$ cat src/rtl/alu_flags_pkg.sv
// Shared op encoding and flag bit positions for the ALU flags unit.
package alu_flags_pkg;

    typedef enum logic [2:0] {
        OP_PASS  = 3'b000,
        OP_ADD   = 3'b001,
        OP_ADDNB = 3'b010,
        OP_DEC   = 3'b011,
        OP_AND   = 3'b100,
        OP_OR    = 3'b101,
        OP_XOR   = 3'b110,
        OP_NOT   = 3'b111
    } op_e;

    localparam int FLAG_C = 0;
    localparam int FLAG_Z = 1;
    localparam int FLAG_N = 2;
    localparam int FLAG_V = 3;

endpackage

$ cat src/rtl/alu_flags_core.sv
// Combinational ALU datapath: operands, opcode and carry-in to result and {V,N,Z,C}.
module alu_flags_core
    import alu_flags_pkg::*;
#(
    parameter int WIDTH = 4
) (
    input  logic [WIDTH-1:0] A,
    input  logic [WIDTH-1:0] B,
    input  logic [2:0]       H,
    input  logic             Cin,
    output logic [WIDTH-1:0] F,
    output logic [3:0]       flags
);

    logic [WIDTH-1:0] w_beff;
    logic [WIDTH:0]   w_sum;
    logic             w_arith;
    op_e              w_op;

    assign w_op    = op_e'(H);
    assign w_arith = ~H[2];

    always_comb begin
        w_beff = '0;
        case (H[1:0])
            2'b00:   w_beff = '0;
            2'b01:   w_beff = B;
            2'b10:   w_beff = ~B;
            default: w_beff = '1;
        endcase
    end

    // One extra bit on the adder so the carry out of the MSB is captured directly.
    assign w_sum = {1'b0, A} + {1'b0, w_beff} + {{WIDTH{1'b0}}, Cin};

    always_comb begin
        F = '0;
        case (w_op)
            OP_AND:  F = A & B;
            OP_OR:   F = A | B;
            OP_XOR:  F = A ^ B;
            OP_NOT:  F = ~A;
            default: F = w_sum[WIDTH-1:0];
        endcase
    end

    always_comb begin
        flags         = '0;
        flags[FLAG_N] = F[WIDTH-1];
        flags[FLAG_Z] = (F == '0);
        if (w_arith) begin
            flags[FLAG_C] = w_sum[WIDTH];
            flags[FLAG_V] = (A[WIDTH-1] == w_beff[WIDTH-1]) && (F[WIDTH-1] != A[WIDTH-1]);
        end
    end

endmodule

$ cat src/rtl/alu_flags_unit.sv
// Registered ALU with condition flags; optional sticky flag accumulator under ALU_FLAGS_STICKY_EN.
module alu_flags_unit
    import alu_flags_pkg::*;
#(
    parameter int WIDTH = 4
) (
    input  logic             clk,
    input  logic             rst_n,
    input  logic             en,
    input  logic [WIDTH-1:0] A,
    input  logic [WIDTH-1:0] B,
    input  logic [2:0]       H,
    input  logic             Cin,
`ifdef ALU_FLAGS_STICKY_EN
    input  logic             sticky_clr,
    output logic [3:0]       sticky_flags,
`endif
    output logic [WIDTH-1:0] F,
    output logic [3:0]       ALUflags
);

    logic [WIDTH-1:0] w_f;
    logic [3:0]       w_flags;
    logic [WIDTH-1:0] r_f;
    logic [3:0]       r_flags;

    alu_flags_core #(.WIDTH(WIDTH)) u_core (
        .A     (A),
        .B     (B),
        .H     (H),
        .Cin   (Cin),
        .F     (w_f),
        .flags (w_flags)
    );

    // Z deliberately reads 0 in reset: flags are meaningless until the first capture.
    always_ff @(posedge clk or negedge rst_n) begin
        if (!rst_n) begin
            r_f     <= '0;
            r_flags <= '0;
        end else if (en) begin
            r_f     <= w_f;
            r_flags <= w_flags;
        end
    end

    assign F        = r_f;
    assign ALUflags = r_flags;

`ifdef ALU_FLAGS_STICKY_EN
    logic [3:0] r_sticky;

    always_ff @(posedge clk or negedge rst_n) begin
        if (!rst_n) begin
            r_sticky <= '0;
        end else if (sticky_clr) begin
            r_sticky <= en ? w_flags : 4'b0000;
        end else if (en) begin
            r_sticky <= r_sticky | w_flags;
        end
    end

    assign sticky_flags = r_sticky;
`endif

endmodule

$ cat config.mk
export PLATFORM = sky130hd
export DESIGN_NAME = alu_flags_unit
export DESIGN_NICKNAME = d
export VERILOG_FILES = /design/src/rtl/alu_flags_pkg.sv /design/src/rtl/alu_flags_core.sv /design/src/rtl/alu_flags_unit.sv
export SDC_FILE = /design/constraint.sdc
export NUM_CORES = 1
export LEC_CHECK = 0
export CAP_MARGIN = 20
export CELL_PAD_IN_SITES_DETAIL_PLACEMENT = 2
export CELL_PAD_IN_SITES_GLOBAL_PLACEMENT = 2
export CORE_UTILIZATION = 31
export CTS_CLUSTER_SIZE = 25
export DETAILED_ROUTE_END_ITERATION = 10
export PLACE_DENSITY = 0.82
export SYNTH_ARGS = -nofsm -noshare
export SYNTH_HDL_FRONTEND = slang
export SYNTH_HIERARCHICAL = 1
export SYNTH_SLANG_ARGS = --single-unit
$ cat constraint.sdc
create_clock -name clk -period 1.1 [get_ports clk]
set_input_delay 0.22 -clock clk [delete_from_list [all_inputs] [get_ports clk]]
set_output_delay 0.22 -clock clk [all_outputs]
set_load 0.02 [all_outputs]
==> flow_metrics.tcl <==
set metrics [dict create \
    cp-startpoint "B[0]" \
    relSlewSlack_pct 66.28 \
    io_pins 23 \
    ys_types 30 \
    hold_violations 0 \
    layout_commonest_cell "buf_4" \
    period_share_pct 200.0 \
    synthCells 86 \
    vias 880 \
    clkTransAtPathRegs_ns 0.06 \
    clock_skew_ns 0 \
    grt_first_pass_wirelength_um 5037 \
    synth_top_family_by_area "multiplexers" \
    hold_buffers 0 \
    violations "setup timing" \
    dpl.hpwl_um 2462 \
    antenna_found_initial 0 \
    avgSynthCellArea_um2 10.11 \
    synthXorXnorAreaFrac_pct 2.014 \
    worst_slack_ns -1.100 \
    grtUsageTotal_pct 24.94 \
    drive_gt1_share_pct 65.49 \
    ys_warn_count 6 \
    drt_wl_total_um 4154 \
    regToRegSetupSlack_ns 0.18 \
    start_util_pct 33.87 \
    worstSetupPathType "primary input to flip-flop" \
    reg2reg_from "ALUflags[1]" \
    syn2layout_area_growth_pct 77.55 \
    cts_buffers 3 \
    grt_pass1_vias 1007 \
    drt_iter0_markers 4 \
    gr-total-overflow 0 \
    cp_cell_sequence "buf_6, mux2_4, fa_2, inv_2, fa_2, nor2b_4, a311oi_2, nor4_1, mux2_4" \
    yosys.area_share.adder_pct 20.43 \
    endpoint "ALUflags[1]" \
    p_leak_uw 0.0007747 \
    synth_edf_count 0 \
    drv_slew 0 \
    outcome "complete, but fails checks" \
    gp_congestion 0.7837 \
    cpLargestDelayFamily "adder cells" \
    synth_compound_area_share_pct 9.928 \
    mostFrequentLayoutCells "buf_4 (31), mux2_4 (11), inv_1 (10), buf_2 (9)" \
    portBuffers 22 \
    holdWs_ns 0.2471 \
    cp_num_cells 9 \
    htree_levels 1 \
    power_uw 1561 \
    period_minus_slack_ns 2.200 \
    ys_seq_elements 8 \
    ys_seq_area_share_pct 23.02 \
    setup_viol 8 \
    drc 0 \
    r2r_end "ALUflags[1]" \
    fp.dieH_um 54.97 \
    dr.pass1.iters 4 \
    synthSimpleGateAreaFrac_pct 10.22 \
    setup_tns_ns -6.019 \
    core_um2 2567 \
    stdcell_count 172 \
    critPathSlowestCell "fa_2" \
    path_buf_inv 2 \
    syn-cell-area_um2 869.6 \
    hp-class "primary input to asynchronous set/reset pin" \
    synth.area.mux_share_pct 23.74 \
    cp_slowest_stage_delay_ns 0.43 \
    fp.dieArea_um2 3021 \
    crit_fanout 2 \
    cts_tree "done" \
    peakVddDrop_mv 0.8219 \
    fin_nets 172 \
    wire_per_inst_um 24.15 \
    worst_ep_arrival_time_ns 2.34 \
    dp_cells 161 \
    synthArstFlopShare_pct 100.0 \
    worstRegToRegCells 2 \
    cp-end-kind "flip-flop" \
    start_kind "primary input" \
    vias_per_cell 5.116 \
    diodes 0 \
    pre_cts_slack_ns -1.809 \
    critPathRequiredTime_ns 1.24 \
    powerDensity_nw_per_um2 1011 \
    synth_ff_type "dfrtp_1" \
    row_count 18 \
    clk_latency_ns 0.25 \
    clockBufferDepth 2 \
    ant_nets 0 \
    synthesis.nets 114 \
    die_w_um 54.97 \
    worst_pin_slew_ns 0.5058 \
    fmax_ghz 0.4546 \
    cts-root-buf "clkbuf_4" \
    rsz0062_at_grt "yes" \
    cap_violations 0 \
    clkSinkCount 8 \
    grt_max_degree 15 \
]
-- cell families (layout without fill, tap and decap cells) --
group                    count (synthesis)  count (layout)
flip-flops                               8               8
buffers and inverters                   19              75
AO/OA/AOI/OAI                           12              12
multiplexers                            15              15
XOR/XNOR                                 2               2
adder cells (fa/ha/maj)                 13              13
AND/OR/NAND/NOR                         17              17
-- report_power, final --
part           internal [uW]  switching, uW
Clock                    125            106
Sequential               345           37.0
Combinational            509            439
-- flip-flops by register name, indices dropped and copies added, names as in the netlist --
signal	cells
F	4
ALUflags	4
-- how the worst min path moves through the flow --
stage | startpoint | endpoint | slack, ns | cells after the start
after floorplan | rst_n | ALUflags[0] | -0.08 | 0
after global placement | rst_n | F[3] | 0.51 | 1
after detailed placement | rst_n | F[3] | 0.52 | 1
after CTS | rst_n | F[3] | 0.26 | 1
after global routing | rst_n | ALUflags[3] | 0.28 | 1
final | rst_n | ALUflags[3] | 0.25 | 1
-- per-stage QoR --
step | utilization (%) | instance area, um2
6_report | 60.14 | 1544
4_1_cts | 55.12 | 1415
2_1_floorplan | - | 910.9
5_1_grt | 60.14 | 1544
3_3_place_gp | 52.24 | 1341
3_5_place_dp | 52.24 | 1341
-- final cells by class --
class	count	area, um2
Clock buffer	3	22.52
Fill cell	236	1023
Inverter	14	52.55
Multi-Input combinational cell	59	743.2
Sequential cell	8	200.2
Tap cell	30	37.54
Timing Repair Buffer	58	488.0
-- metal layers --
layer,track usage [%],part of all wire [%]
met2,49.20,53
met5,0,0
met1,26.66,39
met4,10.42,3.6
met3,1.913,4.0
-- cell usage after synthesis (2+ instances only) --
| library cell | instances | area [um2] |
|---|---|---|
| fa_1 | 2 | 40.04 |
| a21oi_1 | 4 | 20.02 |
| buf_2 | 2 | 10.01 |
| nor2b_1 | 2 | 12.51 |
| mux2_2 | 3 | 33.78 |
| xnor2_1 | 2 | 17.52 |
| mux2i_1 | 3 | 30.03 |
| buf_6 | 2 | 22.52 |
| mux2_4 | 8 | 120.1 |
| nand2_1 | 4 | 15.01 |
| nor2_1 | 3 | 11.26 |
| o21ai_0 | 2 | 10.01 |
| inv_1 | 14 | 52.55 |
| nand2b_1 | 2 | 12.51 |
| dfrtp_1 | 8 | 200.2 |
| ha_1 | 11 | 137.6 |
-- timing repair --
| item | in CTS | in global routing |
|---|---|---|
| setup endpoints to repair | 16 | 8 |
| gates resized for setup | 75 | 26 |
| endpoints found under the hold margin | 0 | 0 |
| pin swaps | 7 | 10 |
| buffers inserted | 0 | 8 |
Power figures use the tool's default switching activity.
